`src/rtl/video_vga_capture.sv`:
```
// VGA receive side: registers the incoming RGB/sync pins, recovers line and
// frame position from the sync edges, validates the timing against the
// parameters and streams active pixels as (x, y, rgb) once locked.
//
// Output stream: pix_valid is a one-cycle strobe with no backpressure. When it
// is high, pix_x/pix_y/pix_rgb and the frame_start/line_start markers describe
// one active pixel. When it is low, pix_x/pix_y/pix_rgb hold their last values.
module video_vga_capture #(
  parameter int H_ACTIVE      = 640,
  parameter int H_FRONT_PORCH = 16,
  parameter int H_SYNC        = 96,
  parameter int H_BACK_PORCH  = 48,
  parameter int V_ACTIVE      = 480,
  parameter int V_FRONT_PORCH = 10,
  parameter int V_SYNC        = 2,
  parameter int V_BACK_PORCH  = 33,
  parameter int LOCK_FRAMES   = 2
) (
  input  logic        clk,
  input  logic        rst_n,
  input  logic [3:0]  vga_r,
  input  logic [3:0]  vga_g,
  input  logic [3:0]  vga_b,
  input  logic        vga_hsync,
  input  logic        vga_vsync,
  output logic        pix_valid,
  output logic [9:0]  pix_x,
  output logic [9:0]  pix_y,
  output logic [11:0] pix_rgb,
  output logic        frame_start,
  output logic        line_start,
  output logic        locked,
  output logic        timing_err
);

  localparam int H_TOTAL = H_ACTIVE + H_FRONT_PORCH + H_SYNC + H_BACK_PORCH;
  localparam int V_TOTAL = V_ACTIVE + V_FRONT_PORCH + V_SYNC + V_BACK_PORCH;

  localparam logic [10:0] H_LAST   = 11'(H_TOTAL - 1);
  localparam logic [10:0] H_MAX    = 11'h7FF;
  localparam logic [10:0] H_SYNC_W = 11'(H_SYNC);
  localparam logic [10:0] H_START  = 11'(H_SYNC + H_BACK_PORCH);
  localparam logic [10:0] H_END    = 11'(H_SYNC + H_BACK_PORCH + H_ACTIVE - 1);

  localparam logic [9:0] V_LAST   = 10'(V_TOTAL - 1);
  localparam logic [9:0] V_MAX    = 10'h3FF;
  localparam logic [9:0] V_SYNC_W = 10'(V_SYNC);
  // The line opened by an hsync edge carries the next row, hence the -1.
  localparam logic [9:0] V_START  = 10'(V_SYNC + V_BACK_PORCH - 1);
  localparam logic [9:0] V_END    = 10'(V_SYNC + V_BACK_PORCH + V_ACTIVE - 2);

  localparam int GW = $clog2(LOCK_FRAMES + 1);
  localparam logic [GW-1:0] GOOD_LOCK = GW'(LOCK_FRAMES);

  typedef enum logic [1:0] {
    ST_SEARCH = 2'd0,
    ST_CHECK  = 2'd1,
    ST_LOCKED = 2'd2
  } state_e;

  state_e      state_q, state_d;
  logic [11:0] rgb_s1_q, rgb_s1_d;
  logic        hs_s1_q, hs_s1_d, hs_s2_q, hs_s2_d;
  logic        vs_s1_q, vs_s1_d, vs_s2_q, vs_s2_d;
  logic [10:0] h_cnt_q, h_cnt_d, hs_w_q, hs_w_d;
  logic [9:0]  v_cnt_q, v_cnt_d, vs_w_q, vs_w_d;
  logic        vs_pend_q, vs_pend_d;
  logic        armed_q, armed_d;
  logic [GW-1:0] good_q, good_d;
  logic        pix_valid_q, pix_valid_d;
  logic [9:0]  pix_x_q, pix_x_d, pix_y_q, pix_y_d;
  logic [11:0] pix_rgb_q, pix_rgb_d;
  logic        frame_start_q, frame_start_d;
  logic        line_start_q, line_start_d;
  logic        timing_err_q, timing_err_d;

  logic hs_rise, vs_rise, vs_pend_eff, line_ok, frame_ok, h_sat_hit;
  logic in_window;

  // Input capture and position counters; h_cnt_d/v_cnt_d are the position of the pixel in rgb_s1_q.
  always_comb begin
    rgb_s1_d    = {vga_r, vga_g, vga_b};
    hs_s1_d     = vga_hsync;
    vs_s1_d     = vga_vsync;
    hs_s2_d     = hs_s1_q;
    vs_s2_d     = vs_s1_q;
    hs_rise     = hs_s1_q & ~hs_s2_q;
    vs_rise     = vs_s1_q & ~vs_s2_q;
    vs_pend_eff = vs_pend_q | vs_rise;

    h_cnt_d = (h_cnt_q == H_MAX) ? h_cnt_q : h_cnt_q + 11'd1;
    if (hs_rise) h_cnt_d = '0;

    hs_w_d = hs_w_q;
    if (hs_rise) hs_w_d = 11'd1;
    else if (hs_s1_q && hs_w_q != H_MAX) hs_w_d = hs_w_q + 11'd1;

    vs_pend_d = hs_rise ? 1'b0 : vs_pend_eff;

    v_cnt_d = v_cnt_q;
    vs_w_d  = vs_w_q;
    if (hs_rise) begin
      if (vs_pend_eff) begin
        v_cnt_d = '0;
        vs_w_d  = {9'd0, vs_s1_q};
      end else begin
        if (v_cnt_q != V_MAX) v_cnt_d = v_cnt_q + 10'd1;
        if (vs_s1_q && vs_w_q != V_MAX) vs_w_d = vs_w_q + 10'd1;
      end
    end

    line_ok   = (h_cnt_q == H_LAST) && (hs_w_q == H_SYNC_W);
    frame_ok  = (v_cnt_q == V_LAST) && (vs_w_q == V_SYNC_W);
    h_sat_hit = (h_cnt_d == H_MAX) && (h_cnt_q != H_MAX);
  end

  // Lock FSM: find a vsync, arm on the next line, then count good frames.
  always_comb begin
    state_d      = state_q;
    good_d       = good_q;
    armed_d      = armed_q;
    timing_err_d = 1'b0;
    case (state_q)
      ST_SEARCH: begin
        if (vs_rise) begin
          state_d = ST_CHECK;
          good_d  = '0;
          armed_d = 1'b0;
        end
      end
      ST_CHECK, ST_LOCKED: begin
        if (h_sat_hit) begin
          timing_err_d = 1'b1;
        end else if (hs_rise) begin
          if (!armed_q) begin
            armed_d = 1'b1;
          end else if (!line_ok) begin
            timing_err_d = 1'b1;
          end else if (vs_pend_eff) begin
            if (!frame_ok) begin
              timing_err_d = 1'b1;
            end else if (state_q == ST_CHECK) begin
              good_d = good_q + GW'(1);
              if (good_d == GOOD_LOCK) state_d = ST_LOCKED;
            end
          end
        end
        if (timing_err_d) state_d = ST_SEARCH;
      end
      default: state_d = ST_SEARCH;
    endcase
  end

  // Output stage: stream only active pixels while the next state is LOCKED.
  always_comb begin
    in_window = (h_cnt_d >= H_START) && (h_cnt_d <= H_END) &&
                (v_cnt_d >= V_START) && (v_cnt_d <= V_END);
    pix_valid_d   = (state_d == ST_LOCKED) && in_window;
    pix_x_d       = pix_x_q;
    pix_y_d       = pix_y_q;
    pix_rgb_d     = pix_rgb_q;
    frame_start_d = 1'b0;
    line_start_d  = 1'b0;
    if (pix_valid_d) begin
      pix_x_d       = 10'(h_cnt_d - H_START);
      pix_y_d       = v_cnt_d - V_START;
      pix_rgb_d     = rgb_s1_q;
      line_start_d  = (h_cnt_d == H_START);
      frame_start_d = (h_cnt_d == H_START) && (v_cnt_d == V_START);
    end
  end

  // All state registers, cleared asynchronously.
  always_ff @(posedge clk or negedge rst_n) begin
    if (!rst_n) begin
      state_q       <= ST_SEARCH;
      rgb_s1_q      <= '0;
      hs_s1_q       <= 1'b0;
      hs_s2_q       <= 1'b0;
      vs_s1_q       <= 1'b0;
      vs_s2_q       <= 1'b0;
      h_cnt_q       <= '0;
      hs_w_q        <= '0;
      v_cnt_q       <= '0;
      vs_w_q        <= '0;
      vs_pend_q     <= 1'b0;
      armed_q       <= 1'b0;
      good_q        <= '0;
      pix_valid_q   <= 1'b0;
      pix_x_q       <= '0;
      pix_y_q       <= '0;
      pix_rgb_q     <= '0;
      frame_start_q <= 1'b0;
      line_start_q  <= 1'b0;
      timing_err_q  <= 1'b0;
    end else begin
      state_q       <= state_d;
      rgb_s1_q      <= rgb_s1_d;
      hs_s1_q       <= hs_s1_d;
      hs_s2_q       <= hs_s2_d;
      vs_s1_q       <= vs_s1_d;
      vs_s2_q       <= vs_s2_d;
      h_cnt_q       <= h_cnt_d;
      hs_w_q        <= hs_w_d;
      v_cnt_q       <= v_cnt_d;
      vs_w_q        <= vs_w_d;
      vs_pend_q     <= vs_pend_d;
      armed_q       <= armed_d;
      good_q        <= good_d;
      pix_valid_q   <= pix_valid_d;
      pix_x_q       <= pix_x_d;
      pix_y_q       <= pix_y_d;
      pix_rgb_q     <= pix_rgb_d;
      frame_start_q <= frame_start_d;
      line_start_q  <= line_start_d;
      timing_err_q  <= timing_err_d;
    end
  end

  assign pix_valid   = pix_valid_q;
  assign pix_x       = pix_x_q;
  assign pix_y       = pix_y_q;
  assign pix_rgb     = pix_rgb_q;
  assign frame_start = frame_start_q;
  assign line_start  = line_start_q;
  assign locked      = (state_q == ST_LOCKED);
  assign timing_err  = timing_err_q;

endmodule
```
`config.mk`:
```
export PLATFORM = sky130hd
export DESIGN_NAME = video_vga_capture
export DESIGN_NICKNAME = d
export VERILOG_FILES = /design/src/rtl/video_vga_capture.sv
export SDC_FILE = /design/constraint.sdc
export NUM_CORES = 1
export LEC_CHECK = 0
export BUFFER_PORTS_ARGS = -buffer_cell sky130_fd_sc_hd__buf_2
export CAP_MARGIN = 20
export CORE_ASPECT_RATIO = 0.7
export CORE_MARGIN = 2
export CORE_UTILIZATION = 43
export DETAILED_ROUTE_END_ITERATION = 10
export GPL_TIMING_DRIVEN = 0
export PLACE_DENSITY = 0.72
export SLEW_MARGIN = 20
export SYNTH_ARGS = -nofsm -noshare
export SYNTH_HDL_FRONTEND = slang
export SYNTH_SLANG_ARGS = --single-unit
```
`constraint.sdc`:
```
create_clock -name clk -period 6.87 [get_ports clk]
set_clock_uncertainty 0.1 [all_clocks]
set_input_delay 1.0305 -clock clk [delete_from_list [all_inputs] [get_ports clk]]
set_output_delay 1.0305 -clock clk [all_outputs]
set_load 0.01 [all_outputs]
```
After elaboration in Yosys (flattened, before gate mapping)
Cells that the tools add are included.

Input port bits: 16. Output and inout port bits: 37. Register bits after elaboration: 100.

Order comparisons: 4. Multiplexer cells: 44. Equal/unequal tests: 24. Add/subtract/negate cells: 7. Reduce and logical (&&, ||, !) cells: 18. Bitwise gates (word level): 5.

Operators by type and width (number): $mux 10 (5); $mux 11 (4); $mux 2 (18); $add 11x1->11 const B (2); $eq 11x11->1 const B (2); $ne 11x11->1 const B (2); $add 10x1->10 const B (2); $ne 10x10->1 const B (2); $ne 2x2->1 const B (8); $mux 1 (14); $eq 11x10->1 const B (1); $eq 11x7->1 const B (1); $eq 11x8->1 const B (1); $ge 11x8->1 const B (1); $le 11x10->1 const B (1); $eq 10x10->1 const B (1); $eq 10x2->1 const B (1); $eq 10x6->1 const B (1); $ge 10x6->1 const B (1); $le 10x10->1 const B (1); $logic_and 1x1->1 (10); $sub 10x6->10 const B (1); $sub 10x8->10 const B (1); $reduce_and 9->1 (1); 13 further kinds (20).

Longest topological paths before layout
Depth after elaboration: 15. Mapped depth: 14. Mapped depth without buffers: 13.

Worst setup path before layout
OpenSTA, ideal clock, no wires.

Path kind: register to register. From: reg h_cnt_q[0]. To: reg pix_rgb_q[10], in the netlist pix_rgb[10]. Arrival time: 3457 ps. Setup time: 125 ps. Cell stages (with the launch flop): 15. Slack: 3188 ps. Data required time: 6645 ps. Path through: dfrtp_1 > ha_1 > nand4_1 > nor3_2 > o31ai_1 > nor2_1 > ha_1 > inv_1 > nor4_1 > a311oi_2 > nand3_1 > nand3_1 > nor4_4 > buf_6 > mux2_4.

Longest elaborated chain between the ends: 11. Elaborated cells on any way between the ends: 27. Classes of those cells: 1 x add/sub; 2 x order compare; 5 x eq/ne; 13 x mux; 6 x reduce/logical.

RTL lines: start, declared (RTL line 65) `logic [10:0] h_cnt_q, h_cnt_d, hs_w_q, hs_w_d;`; start signal, assigned (RTL line 203) `h_cnt_q <= h_cnt_d;`; $add 11x1->11 or $eq 11x11->1 (tied branches) (RTL line 91) `h_cnt_d = (h_cnt_q == H_MAX) ? h_cnt_q : h_cnt_q + 11'd1;`; $mux 11 (*) (RTL line 91); $mux 11 (*) (RTL line 92) `if (hs_rise) h_cnt_d = '0;`; via h_cnt_d[5] (RTL line 65); $eq 11x11->1 (RTL line 114) `h_sat_hit = (h_cnt_d == H_MAX) && (h_cnt_q != H_MAX);`; $logic_and 1x1->1 (RTL line 114); $mux 1 (RTL line 132) `if (h_sat_hit) begin`; $mux 1 (RTL line 123) `case (state_q)`; $mux 2 (RTL line 148) `if (timing_err_d) state_d = ST_SEARCH;`; $pmux 2 s2 (RTL line 123); $eq 2x2->1 (RTL line 158) `pix_valid_d = (state_d == ST_LOCKED) && in_window;`; $logic_and 1x1->1 (*) (RTL line 158); end signal, assigned (RTL line 213) `pix_rgb_q <= pix_rgb_d;`; end, declared (RTL line 72) `logic [11:0] pix_rgb_q, pix_rgb_d;`.

The timed path passes the listed nets; every way through them passes the cells marked *. The select of a mux whose other input is x is not followed. A chain may end at the register's enable or synchronous reset.

Worst setup path in the final report
From: reg h_cnt_q[0]. To: reg pix_x_q[2], in the netlist pix_x[2].

Longest elaborated chain between the ends: 11. Elaborated cells on any way between the ends: 28. Classes of those cells: 2 x add/sub; 2 x order compare; 5 x eq/ne; 13 x mux; 6 x reduce/logical.

RTL lines: $add 11x1->11 or $eq 11x11->1 (tied branches) (RTL line 91); $mux 11 (*) (RTL line 91); $mux 11 (*) (RTL line 92); via h_cnt_d[5] (RTL line 65); $eq 11x11->1 (RTL line 114); $logic_and 1x1->1 (RTL line 114); $mux 1 (RTL line 132); $mux 1 (RTL line 123); $mux 2 (RTL line 148); $pmux 2 s2 (RTL line 123); $eq 2x2->1 (RTL line 158); $logic_and 1x1->1 (*) (RTL line 158); end signal, assigned (RTL line 211) `pix_x_q <= pix_x_d;`; end, declared (RTL line 71) `logic [9:0] pix_x_q, pix_x_d, pix_y_q, pix_y_d;`.

Marks and branches as above.

==> run summary <==
From synthesis to final layout, the design area changed by 15.04%. The summed area of non-filler cells in the final layout is 5723 um2, and the pin count of the biggest net entering global routing is 75. The tools report the total negative setup slack as 0 ns. Row generation in the floorplan step produced 32 rows. Data on the critical path is required at its endpoint by 6.99 ns. The number of placed I/O pins was 53; the hold violation total from the final report was 0. The tool flagged a number of max-cap violations equal to 0. The post-synthesis cell area is 4975 um2, and the fraction of synthesized cell area taken by the top area cell type is 50.30%.

The logs give 3666 for the total number of vias and 0 for the final-report setup violation count. At the end of routability-driven placement, the weighted congestion stood at 0.9406. Dividing the synthesized area by the synthesized cell count gives 10.89 um2.

Fill cells in the final layout number 1009. In this run, synthesis inferred 0 flip-flops with an integrated enable. After detailed placement, the total cell area comes to 5460 um2. The final clock period utilization by the worst path works out to 67.06%. TritonCTS built the clock tree. The clock tree synthesis step divided the H-tree into 3 levels. When the netlist entered floorplanning its net count stood at 490.

Global routing finished with a remaining overflow of 0. Detailed routing placed a total of 4547 um of wire on met2. The setup check on the worst reg-to-reg path leaves a slack of 2.26 ns. Setup repair after global routing left no endpoint under its margin.

Summed over all cells, the static leakage comes to 2.745 nW. The tools report the capture point of the worst reg-to-reg path as pix_x[2]. For this run, the post-layout net count is 554. The run gives 3524 as the number of global-route vias before repair. Leaving out fill and tap cells, the most frequent cells in the layout are sky130_fd_sc_hd__dfrtp_1 (100), sky130_fd_sc_hd__buf_2 (53), sky130_fd_sc_hd__nor2_1 (40). The first global-routing pass estimated 17530 um of wire. The highest metal layer carrying signal wires in the routed design is met4. Final critical delay including setup and external delays: 4.607 ns. Summed over all nets, wire length on met3 after detailed routing comes to 594 um. The met1 routed wirelength after detailed routing came out at 5224 um. The number of detailed-route iterations in the first pass was 5; the final count of pins violating max slew was 0.

The die covers 12460 um2. The worst register-to-register path has a depth of 14. In the final layout, the share of cells above drive strength 1 is 20.15%. The transition time of the tightest slew-check pin was 0.7172 ns. The logs give 457 for the gate count of the mapped netlist and 2293 um2 for the multi-input gate area in the final layout. In the routed layout, each cell is associated on average with a via count of 5.399.

OpenSTA, run right after detailed placement, puts the worst setup slack at 2.337 ns. The number of DRC markers in iteration 0 is 316. The clock latency on the worst-skew pair is 0.34 ns, and the buffer depth of the longest clock path is 2. For this run, the leading register cell type out of synthesis is sky130_fd_sc_hd__dfrtp_1. The number of different library cells used by synthesis comes to 55. In this run, CTS created clock tree buffers numbering 9. The total half-perimeter wirelength after legalization and detailed placement is 7579 um, and the final standard cell utilization of the core is 51.42%. The flow ran to the end, and the final reports show no timing, DRC or antenna violations.

After clock tree synthesis, the repair step resized 0 gates. Port buffering added 52 buffers. Once the clock tree was built, the setup fixing pass inserted 0 buffers. Worst max-slew margin expressed relative to the limit: 51.83%.

After synthesis, the cell types taking the most area are sky130_fd_sc_hd__dfrtp_1 (50%), sky130_fd_sc_hd__mux2_4 (6.0%), sky130_fd_sc_hd__ha_1 (4.3%). The flip-flop and latch count after synthesis was 100. The synthesized design spends more area on one cell type than any other, namely sky130_fd_sc_hd__dfrtp_1. The worst hold path was traced through 0 stages. The async set or reset register ratio after synthesis came out at 100.0%. The worst setup path is captured at a register. In the final routed layout, each cell accounts on average for 15.40 um.

The sequential cells in the finished layout cover a total of 2502 um2. For hold timing, the worst endpoint is vs_s2_q. For the number of nets with antenna violations after routing, the log shows 0. Across every metal layer, demand over resource in global routing totals 17.54%. Summed over all layers, the routed wires come to 10450 um. The clock net in this run drives a total of 100 sinks.

The post-layout worst setup margin came out at 2.263 ns. The worst setup path is launched from a register. The power per cell area is 236.8 nW/um2, and the number of antenna cells inserted is 0. The total of warnings raised by yosys was 0; the clock transition at the register clock pins on the worst setup and hold paths after CTS was 0.06 ns. The run gives 0 as the residual DRC count.

In this run the critical register-to-register path is launched from h_cnt_q[0]. The worst-case IR drop observed on VDD is 0.1326 mV. Based on the critical path, the design can be clocked at up to 217.1 MHz.

The floorplan step set the die height to 93.99 um. Once the floorplan was initialized, standard cells occupied 44.69% of the core. The quantity of hold-fixing buffers added after cts came out at 0. The overall die width was 132.6 um. Leaving out fill and tap cells, the most frequent cell in the layout is sky130_fd_sc_hd__dfrtp_1. The critical path in this run is classified as reg2reg. The path class of the tightest hold or removal check is reg2reg.

The largest fanout on the critical path came out at 10. The run gives 50.30% as the sequential fraction of the synthesis area. Cell chosen for the clock root: sky130_fd_sc_hd__clkbuf_16.

The run gives 0 as the number of antenna violations at the first check in global routing. The floorplan step defined a core boundary enclosing 11130 um2. In this run the most critical hold path is launched from vs_s1_q.

Data on the critical path arrives at its endpoint at 4.73 ns.
## layout make-up
cell class | count | area share (%)
sequential | 100 | 43.73
multi-input combinational | 318 | 40.07
timing repair buffer | 53 | 5.138
clock buffer | 12 | 4.132
tap | 153 | 3.345
inverter | 27 | 1.771
buffer | 12 | 1.355
clock inverter | 4 | 0.4591
## kinds of logic (layout without fill, tap and decap cells)
logic type	after synthesis	after routing	share of synthesized area [%]
and+or+nand+nor	165	165	17.76
DFF	100	100	50.30
AOI/OAI and AO/OA	73	73	9.734
buffers and inverters	39	108	3.597
muxes	38	38	9.935
xor gates and xnor gates	25	25	4.401
adders and majority gates	17	17	4.276
## per-layer routing
metal / GRT usage (%) / up-vias
met4: 4.480 / 0
met1: 24.94 / 1778
met5: 0 / -
li1: - / 1767
met2: 26.94 / 112
met3: 4.315 / 9
## synth_stat cells, drive strengths merged, types with 2 or more instances
cell type,instances
o21a,2
mux2i,7
clkbuf,5
xnor2,8
a311o,2
nor2b,3
nor4,5
nand4b,2
dfrtp,100
a31oi,7
xor2,17
buf,7
nand4,9
o41ai,2
o21ai,18
nor3,13
mux2,31
o31ai,4
a211oi,4
a32oi,2
and4,7
and2,4
nand2,31
a211o,2
nor2,41
a311oi,2
and3,10
nand3,17
inv,27
or2,2
nor3b,3
a21oi,21
o211a,3
nand2b,4
nor4b,4
or3,7
ha,17
## metrics by stage
stage | cells | hold WS [ns] | total power [mW]
after floorplan | 457 | 0.3019 | 0.8341
after CTS | 679 | 0.3608 | 1.365
final | 679 | 0.3627 | 1.355
after detailed placement | 663 | 0.3431 | 0.9066
after global routing | 679 | 0.3777 | 1.424
after global placement | 662 | 0.3407 | 0.8926
## flip-flops by register name (all words and copies together) (netlist names), 2 cells and up
signal	count
pix_rgb	12
pix_x	10
h_cnt_q	11
good_q	2
state_q	2
pix_y	10
vs_w_q	10
rgb_s1_q	12
hs_w_q	11
v_cnt_q	10
## critical path, cell delays in order (launching register included)
cell and delay, ns:
sky130_fd_sc_hd__dfrtp_1 0.46, sky130_fd_sc_hd__ha_1 0.32, sky130_fd_sc_hd__nand4_1 0.23, sky130_fd_sc_hd__nor3_2 0.48
sky130_fd_sc_hd__o31ai_1 0.15, sky130_fd_sc_hd__nor2_1 0.27, sky130_fd_sc_hd__ha_1 0.21, sky130_fd_sc_hd__inv_1 0.04
sky130_fd_sc_hd__nor4_1 0.54, sky130_fd_sc_hd__a311oi_2 0.23, sky130_fd_sc_hd__nand3_1 0.17, sky130_fd_sc_hd__nand3_1 0.12
sky130_fd_sc_hd__nor4_4 0.56, sky130_fd_sc_hd__buf_6 0.28, sky130_fd_sc_hd__mux2_4 0.32
## report_power, final
group          switching, mW  total [mW]  internal [mW]
Combinational          0.139       0.229         0.0900
Clock                  0.210       0.455          0.245
Sequential            0.0414       0.671          0.629
## worst max path at each step
stage | start | endpoint | slack [ns]
6_report | h_cnt_q[0] | pix_x[2] | 2.26
5_1_grt | h_cnt_q[0] | pix_y[0] | 1.92
4_1_cts | h_cnt_q[0] | pix_y[5] | 2.29
3_5_place_dp | h_cnt_q[0] | pix_y[5] | 2.34
3_3_place_gp | h_cnt_q[0] | pix_x[2] | 2.36
2_1_floorplan | h_cnt_q[0] | pix_rgb[10] | 3.19
Note: power is estimated with default switching activity, not from simulation.
